## src/rtl/user_cmd_capture.sv

```systemverilog
// user_cmd_capture
// Front-end command stage ahead of bus master 1. Debounces the two active-low
// push buttons and turns each press into a single-cycle pulse. In
// configuration mode a load press stores switch_array into the next
// configuration slot. In run mode a start press latches one read/write
// command, offers it over a valid/ready handshake, then follows the master's
// busy flag until the transaction is finished.
//
// Ports
//   clock_i          system clock (single domain)
//   rst_i            synchronous active-high reset
//   enable_i         global clock enable, 0 freezes every register
//   start_raw_i      raw start button, active-low, asynchronous
//   load_raw_i       raw configuration-load button, active-low, asynchronous
//   mode_switch_i    0 = configuration mode, 1 = run mode
//   rw_switch_i      0 = write, 1 = read
//   switch_array_i   configuration value
//   m_busy_i         master busy flag
//   cmd_ready_i      master accepts the offered command
//   cmd_valid_o      command offered
//   cmd_rw_o         latched read/write select
//   cmd_addr_o       latched address
//   cmd_wdata_o      latched write data
//   cmd_burst_o      latched burst length, 0 = single transfer
//   cfg_index_o      next configuration slot (0 addr, 1 wdata, 2 burst)
//   ctrl_busy_o      high whenever the controller is not idle
module user_cmd_capture #(
  parameter int DEBOUNCE_CYCLES = 10,
  parameter int ADDR_WIDTH      = 12,
  parameter int DATA_WIDTH      = 8,
  parameter int BUSY_TIMEOUT    = 15
) (
  input  logic                  clock_i,
  input  logic                  rst_i,
  input  logic                  enable_i,
  input  logic                  start_raw_i,
  input  logic                  load_raw_i,
  input  logic                  mode_switch_i,
  input  logic                  rw_switch_i,
  input  logic [11:0]           switch_array_i,
  input  logic                  m_busy_i,
  input  logic                  cmd_ready_i,
  output logic                  cmd_valid_o,
  output logic                  cmd_rw_o,
  output logic [ADDR_WIDTH-1:0] cmd_addr_o,
  output logic [DATA_WIDTH-1:0] cmd_wdata_o,
  output logic [11:0]           cmd_burst_o,
  output logic [1:0]            cfg_index_o,
  output logic                  ctrl_busy_o
);

  localparam int DbW = $clog2(DEBOUNCE_CYCLES + 1);
  localparam int ToW = $clog2(BUSY_TIMEOUT + 1);
  localparam logic [DbW-1:0] DbLast = DbW'(DEBOUNCE_CYCLES - 1);
  localparam logic [ToW-1:0] ToLast = ToW'(BUSY_TIMEOUT - 1);

  // Button index 0 is start, index 1 is load.
  logic [1:0] rawBtn;
  assign rawBtn = {load_raw_i, start_raw_i};

  logic [1:0]     sync1_q, sync2_q, level_q, levelPrev_q, pulse_q;
  logic [1:0]     level_d;
  logic [DbW-1:0] dbCnt_q [2];
  logic [DbW-1:0] dbCnt_d [2];

  logic startPulse, loadPulse;
  assign startPulse = pulse_q[0];
  assign loadPulse  = pulse_q[1];

  // Debounce next state: the counter only runs while the synchronized value
  // disagrees with the accepted level, so any bounce back clears it.
  always_comb begin
    for (int b = 0; b < 2; b++) begin
      level_d[b] = level_q[b];
      dbCnt_d[b] = '0;
      if (sync2_q[b] != level_q[b]) begin
        if (dbCnt_q[b] == DbLast) begin
          level_d[b] = sync2_q[b];
        end else begin
          dbCnt_d[b] = dbCnt_q[b] + DbW'(1);
        end
      end
    end
  end

  // Synchronizers, debounced levels and the press pulse register. The pulse
  // compares the previous and current debounced level so it lands one edge
  // after the level flips, and only on a 1->0 change.
  always_ff @(posedge clock_i) begin
    if (rst_i) begin
      sync1_q     <= '1;
      sync2_q     <= '1;
      level_q     <= '1;
      levelPrev_q <= '1;
      pulse_q     <= '0;
      for (int b = 0; b < 2; b++) dbCnt_q[b] <= '0;
    end else if (enable_i) begin
      sync1_q     <= rawBtn;
      sync2_q     <= sync1_q;
      level_q     <= level_d;
      levelPrev_q <= level_q;
      pulse_q     <= levelPrev_q & ~level_q;
      for (int b = 0; b < 2; b++) dbCnt_q[b] <= dbCnt_d[b];
    end
  end

  logic [ADDR_WIDTH-1:0] cfgAddr_q;
  logic [DATA_WIDTH-1:0] cfgWdata_q;
  logic [11:0]           cfgBurst_q;
  logic [1:0]            cfgIndex_q;

  // Configuration slots, filled round-robin by load presses in config mode.
  always_ff @(posedge clock_i) begin
    if (rst_i) begin
      cfgAddr_q  <= '0;
      cfgWdata_q <= '0;
      cfgBurst_q <= '0;
      cfgIndex_q <= '0;
    end else if (enable_i && loadPulse && !mode_switch_i) begin
      case (cfgIndex_q)
        2'd0:    cfgAddr_q  <= switch_array_i[ADDR_WIDTH-1:0];
        2'd1:    cfgWdata_q <= switch_array_i[DATA_WIDTH-1:0];
        default: cfgBurst_q <= switch_array_i;
      endcase
      cfgIndex_q <= (cfgIndex_q == 2'd2) ? 2'd0 : cfgIndex_q + 2'd1;
    end
  end

  typedef enum logic [1:0] {
    IDLE      = 2'd0,
    ISSUE     = 2'd1,
    WAIT_BUSY = 2'd2,
    WAIT_DONE = 2'd3
  } state_t;

  state_t                state_q;
  logic [ToW-1:0]        timer_q;
  logic                  cmdValid_q, cmdRw_q, ctrlBusy_q;
  logic [ADDR_WIDTH-1:0] cmdAddr_q;
  logic [DATA_WIDTH-1:0] cmdWdata_q;
  logic [11:0]           cmdBurst_q;

  // Command FSM with registered outputs. Start presses are only honoured in
  // IDLE; the command fields are latched once on acceptance and stay put
  // until the next accepted start.
  always_ff @(posedge clock_i) begin
    if (rst_i) begin
      state_q    <= IDLE;
      timer_q    <= '0;
      cmdValid_q <= 1'b0;
      cmdRw_q    <= 1'b0;
      cmdAddr_q  <= '0;
      cmdWdata_q <= '0;
      cmdBurst_q <= '0;
      ctrlBusy_q <= 1'b0;
    end else if (enable_i) begin
      case (state_q)
        IDLE: begin
          if (startPulse && mode_switch_i && !m_busy_i) begin
            cmdRw_q    <= rw_switch_i;
            cmdAddr_q  <= cfgAddr_q;
            cmdWdata_q <= cfgWdata_q;
            cmdBurst_q <= cfgBurst_q;
            cmdValid_q <= 1'b1;
            ctrlBusy_q <= 1'b1;
            state_q    <= ISSUE;
          end
        end
        ISSUE: begin
          if (cmd_ready_i) begin
            cmdValid_q <= 1'b0;
            timer_q    <= '0;
            state_q    <= WAIT_BUSY;
          end
        end
        WAIT_BUSY: begin
          // Give up if the master never reports busy within the window.
          if (m_busy_i) begin
            state_q <= WAIT_DONE;
          end else if (timer_q == ToLast) begin
            ctrlBusy_q <= 1'b0;
            state_q    <= IDLE;
          end else begin
            timer_q <= timer_q + ToW'(1);
          end
        end
        WAIT_DONE: begin
          if (!m_busy_i) begin
            ctrlBusy_q <= 1'b0;
            state_q    <= IDLE;
          end
        end
        default: state_q <= IDLE;
      endcase
    end
  end

  assign cmd_valid_o = cmdValid_q;
  assign cmd_rw_o    = cmdRw_q;
  assign cmd_addr_o  = cmdAddr_q;
  assign cmd_wdata_o = cmdWdata_q;
  assign cmd_burst_o = cmdBurst_q;
  assign cfg_index_o = cfgIndex_q;
  assign ctrl_busy_o = ctrlBusy_q;

endmodule
```

## config.mk

```make
export PLATFORM = sky130hd
export DESIGN_NAME = user_cmd_capture
export DESIGN_NICKNAME = d
export VERILOG_FILES = /design/src/rtl/user_cmd_capture.sv
export SDC_FILE = /design/constraint.sdc
export NUM_CORES = 1
export LEC_CHECK = 0
export ABC_CLOCK_PERIOD_IN_PS = 1700
export CORE_MARGIN = 8
export CORE_UTILIZATION = 40
export CTS_CLUSTER_SIZE = 10
export DETAILED_ROUTE_END_ITERATION = 12
export PLACE_DENSITY = 0.71
export SETUP_SLACK_MARGIN = 0.4
export SYNTH_ARGS = -nofsm -noshare
export SYNTH_HDL_FRONTEND = slang
export SYNTH_SLANG_ARGS = --single-unit
export TNS_END_PERCENT = 5
```

## constraint.sdc

```tcl
create_clock -name clock_i -period 1.7 [get_ports clock_i]
set_clock_uncertainty 0.15 [all_clocks]
set_input_delay 0.425 -clock clock_i [delete_from_list [all_inputs] [get_ports clock_i]]
set_output_delay 0.425 -clock clock_i [all_outputs]
set_load 0.005 [all_outputs]
```

After elaboration in Yosys (flattened, before gate mapping)
Memories as Yosys holds them, arrays and structs flattened.
Index checks and enable logic that the tools add are counted.
- RAM bits: 8
- output and inout bits: 37
- bits of input ports: 21
- word-level logic and storage cells: 96
- bits in registers: 85
- memories: 1
- memories (name ; depth ; width ; rd ports ; clocked after memory_dff ; wr ports ; RTL line ; RTL):
    dbCnt_q ; 2 ; 4 ; 2 ; 0 ; 2 ; 63 ; logic [DbW-1:0] dbCnt_q [2];
- muxes and demuxes: 29
- add/subtract/negate cells: 4
- bitwise logic cells: 5
- reductions and logical operators: 22
- eq/ne operators: 17
- operator list (operator ; number):
    4-bit 2-to-1 mux ; 9
    4-bit by 1-bit adder with 4-bit output, second input constant ; 3
    4-bit == test, second input constant ; 3
    2-bit 2-to-1 mux ; 6
    2-bit inequality test, second input constant ; 6
    1-bit 2-to-1 mux ; 10
    5-bit AND reduction ; 2
    3-bit AND reduction ; 3
    2-bit one-hot mux with 4 select lines ; 1
    4-bit one-hot mux with 2 select lines ; 1
    2-bit == test, second input constant ; 3
    2-bit AND reduction ; 3
    6-bit AND reduction ; 1
    2-bit by 1-bit == test with 1-bit output, second input constant ; 2
    1-bit logical AND ; 4
    2-bit zero test ; 2
    4-bit AND reduction ; 1
    2-bit nonzero test ; 2
    3-bit inequality test, second input constant ; 1
    1-bit one-hot mux with 3 select lines ; 1
    3-bit nonzero test ; 1
    2-bit by 1-bit adder with 2-bit output, second input constant ; 1
    2-bit bitwise AND ; 1
    1-bit zero test ; 2
    other kinds (6) ; 8

Longest topological paths before layout
- depth after elaboration: 4
- mapped depth: 5
- depth with buffers taken out: 5

Worst setup path after synthesis
Ideal clock, no wire load.
- path type: input-to-reg
- start: in enable_i
- end: mem dbCnt_q[0][0] in the netlist's numbering (enable)
- path buffers: 2
- arrival: 1122 ps
- cell stages on the path: 3
- data required time: 1241 ps
- setup time: 309 ps
- setup slack: 118 ps
- cells stage by stage: clkbuf_1 > buf_2 > or2_2
- RTL lines (what ; RTL line ; RTL):
    start, declared ; 35 ; input logic enable_i,
    end, declared ; 63 ;

Worst setup path in the final report
- start: reg state_q[1]
- end: reg cmdAddr_q[7] (netlist: cmd_addr_o[7])
- cells in the longest elaborated chain, start to end: 2
- RTL lines (what ; RTL line ; RTL):
    start, declared ; 136 ; state_t state_q;
    start signal, assigned ; 148 ; state_q <= IDLE;
    start signal, assigned ; 166 ; state_q <= ISSUE;
    start signal, assigned ; 173 ; state_q <= WAIT_BUSY;
    2-bit zero test ; 157 ; case (state_q)
    3-bit AND reduction (no source line) ; - ;
    end signal, assigned ; 161 ; cmdAddr_q <= cfgAddr_q;
    end, declared ; 139 ; logic [ADDR_WIDTH-1:0] cmdAddr_q;
No other way between the ends.
A chain may end at the register's enable or synchronous reset.

==> flow_metrics.tcl <==
set metrics [dict create \
    ant_nets 0 \
    reg2reg_setup_slack_ps 190 \
    finalHoldViolations 0 \
    grt_max_degree 34 \
    numCtsBuffers 9 \
    finalInstanceArea_um2 4870 \
    fp-row-count 35 \
    synthFlopType "dfxtp_1" \
    power_switching_mw 0.915 \
    post-route-period-util 0.886 \
    htree_num_levels 3 \
    ys_types 39 \
    synth_area_um2 3750 \
    ys_async_sr_fraction 0 \
    antenna_found_initial 0 \
    cts_tree "done" \
    drc_errors 0 \
    die_h_um 113 \
    clock_sinks 93 \
    dpl_cell_area_um2 4610 \
    clock.fmax_mhz 664 \
    slew_headroom 0.727 \
    status "complete, no violations" \
    grt_pass1_vias 3250 \
    insertedDiodeCount 0 \
    critPathLaunchType "flip-flop" \
    cap_violations 0 \
    syn_nets 444 \
    internal_power_mw 2.98 \
    vdd_drop_max_uv 417 \
    worst_slew_pin_slew_ps 409 \
    drive_gt1_frac 0.303 \
    gr-total-overflow 0 \
    synthCells 417 \
    final_common_cell "nand2_1" \
    initial_core_util 0.410 \
    dp_slack_ps -416 \
    clock_latency_ps 350 \
    nFillCells 829 \
    finalSetupViolCount 0 \
    core_area_um2 9150 \
    place.gp.congestion 0.849 \
    p_clk_frac 0.366 \
    die_area_um2 12700 \
    path_max_fanout 8 \
    finalMaxSlewViolations 0 \
    syn_area_per_cell_um2 9.00 \
    die_w_um 113 \
    finalCriticalPeriod_ps 1510 \
    gr-usage-all-layers 0.146 \
    end_kind "flip-flop" \
    rsz0062_at_grt "yes" \
    ys_warn_count 0 \
    switching_share 0.235 \
    hpwl_um 6500 \
    p_leak_nw 1.94 \
    power_frac_comb 0.061 \
    cp_data_required_time_ps 1830 \
    post-route-util 0.532 \
    yosys.area.top_type "dfxtp_1" \
    vias 3213 \
    setup_ws_ps 194 \
    synth_seq_cells 93 \
    synth-seq-area-share 0.518 \
    hold_path.class "input pin to flip-flop" \
    pwr-share-seq 0.573 \
    io_buffers 57 \
    synth_top_area_frac 0.454 \
    viasPerCell 5.25 \
    synth_edf_count 8 \
    path_clk_slew_ps 90 \
    powerDensity_nw_per_um2 799 \
    cts_root_buffer "clkbuf_8" \
    drt_first_pass_iters 4 \
    worstPathArrival_ps 1640 \
    p_total_mw 3.89 \
    hold_slack_ps 256 \
    drtIter0Drc 122 \
    layout.nets 523 \
    layout_common_cells "nand2_1 (70), a21oi_1 (52), dfxtp_1 (43)" \
    clockBufferDepth 2 \
    synthTopCellsByArea "dfxtp_1 (45%), a21oi_1 (7.1%), nand2_1 (7.0%)" \
    io_pins 58 \
    wl_per_cell_um 15.2 \
    critPathKind "flip-flop to flip-flop" \
    area.growth.synth_to_final_pct 29.9 \
    grt_pass1_wl_um 15300 \
    drt_wl_total_um 9310 \
]
==> worst max-delay path, stage by stage, from the launching register on <==
cell and delay (ps):
dfxtp_4 380, nor4bb_4 270, buf_4 190, buf_2 210, nand3_1 100, a21oi_1 140
==> area by class of cell <==
cell class	instances	area, um^2	share of cell area
inverter	7	26.3	0.00539
tap	111	139	0.0285
sequential	93	2000	0.411
multi-input combinational	285	1730	0.354
clock buffer	13	169	0.0347
timing repair buffer	100	792	0.163
clock inverter	3	18.8	0.00385
==> metal layers <==
| metal | vias up | routed length (um) | GRT usage | part of all wire |
|---|---|---|---|---|
| met1 | 1541 | 4180 | 0.175 | 0.45 |
| met3 | 6 | 431 | 0.0415 | 0.046 |
| met4 | 0 | 70 | 0.0324 | 0.0075 |
| met5 | - | 0 | 0 | 0 |
| met2 | 57 | 4620 | 0.253 | 0.50 |
| li1 | 1609 | - | - | - |
==> power groups by stage <==
stage	sequential [mW]	combinational (mW)	clock (mW)
2_1_floorplan	2.29	0.118	0
3_3_place_gp	2.29	0.221	0
3_5_place_dp	2.29	0.225	0
4_1_cts	2.23	0.232	1.44
5_1_grt	2.24	0.260	1.53
6_report	2.23	0.236	1.42
==> timing repair <==
action / 4_1_cts / 5_1_grt
buffers inserted: 12 / 2
hold buffers: 0 / 0
setup endpoints to repair: 137 / 124
pin swaps: 8 / 7
gates cloned: 0 / 1
resized for setup: 207 / 17
==> sequential cells by signal (all words and copies together) (netlist names) <==
register,cells
cmd_rw_o,1
cfgWdata_q,8
cfgAddr_q,12
levelPrev_q,2
cfgBurst_q,12
state_q,2
pulse_q,2
ctrl_busy_o,1
cmd_addr_o,12
timer_q,4
cmd_wdata_o,8
dbCnt_q,8
cmd_burst_o,12
level_q,2
cmd_valid_o,1
cfg_index_o,2
sync1_q,2
sync2_q,2
==> per-stage QoR <==
stage / cells / setup TNS, ps
after global placement: 581 / -25020
after CTS: 609 / 0
after detailed placement: 581 / -29190
final: 612 / 0
after floorplan: 417 / 0
after global routing: 612 / 0
==> synth_stat cells (2+ instances only) <==
master / instances
mux2i_1: 25
o21ai_0: 30
nor2_1: 9
edfxtp_1: 8
nand4_1: 2
xor2_1: 4
nor3_1: 2
a211oi_1: 2
nand4b_1: 3
nor2b_1: 3
and4b_1: 2
nor3b_1: 2
buf_2: 12
clkbuf_1: 19
nand3_1: 36
xnor2_1: 2
dfxtp_1: 85
nand2b_1: 5
a31oi_1: 2
nand3b_1: 3
ha_1: 6
o211ai_1: 7
nand2_1: 70
a21oi_1: 53
inv_1: 7
o21ai_1: 5
==> path summary, 6_finish.rpt <==
kind | start | end | depth (start not counted)
min reg2reg | cfgBurst_q[10]$_SDFFE_PP0P_ | cmd_burst_o[10]$_SDFFE_PP0P_ | 2
max reg2reg | state_q[1]$_SDFFE_PP0P_ | cmd_addr_o[7]$_SDFFE_PP0P_ | 5
max | state_q[1]$_SDFFE_PP0P_ | cmd_addr_o[7]$_SDFFE_PP0P_ | 5
min | rst_i | state_q[0]$_SDFFE_PP0P_ | 2
==> cell families (layout without fill, tap and decap cells) <==
family | after synthesis | after routing | synth area share
DFF | 93 | 93 | 0.518
xor gates and xnor gates | 6 | 6 | 0.0140
AOI/OAI and AO/OA | 102 | 102 | 0.146
muxes | 25 | 25 | 0.0667
adders and majority gates | 6 | 6 | 0.0200
buffers and inverters | 39 | 123 | 0.0430
and+or+nand+nor | 146 | 146 | 0.192
(Power assumes the default switching activity.)
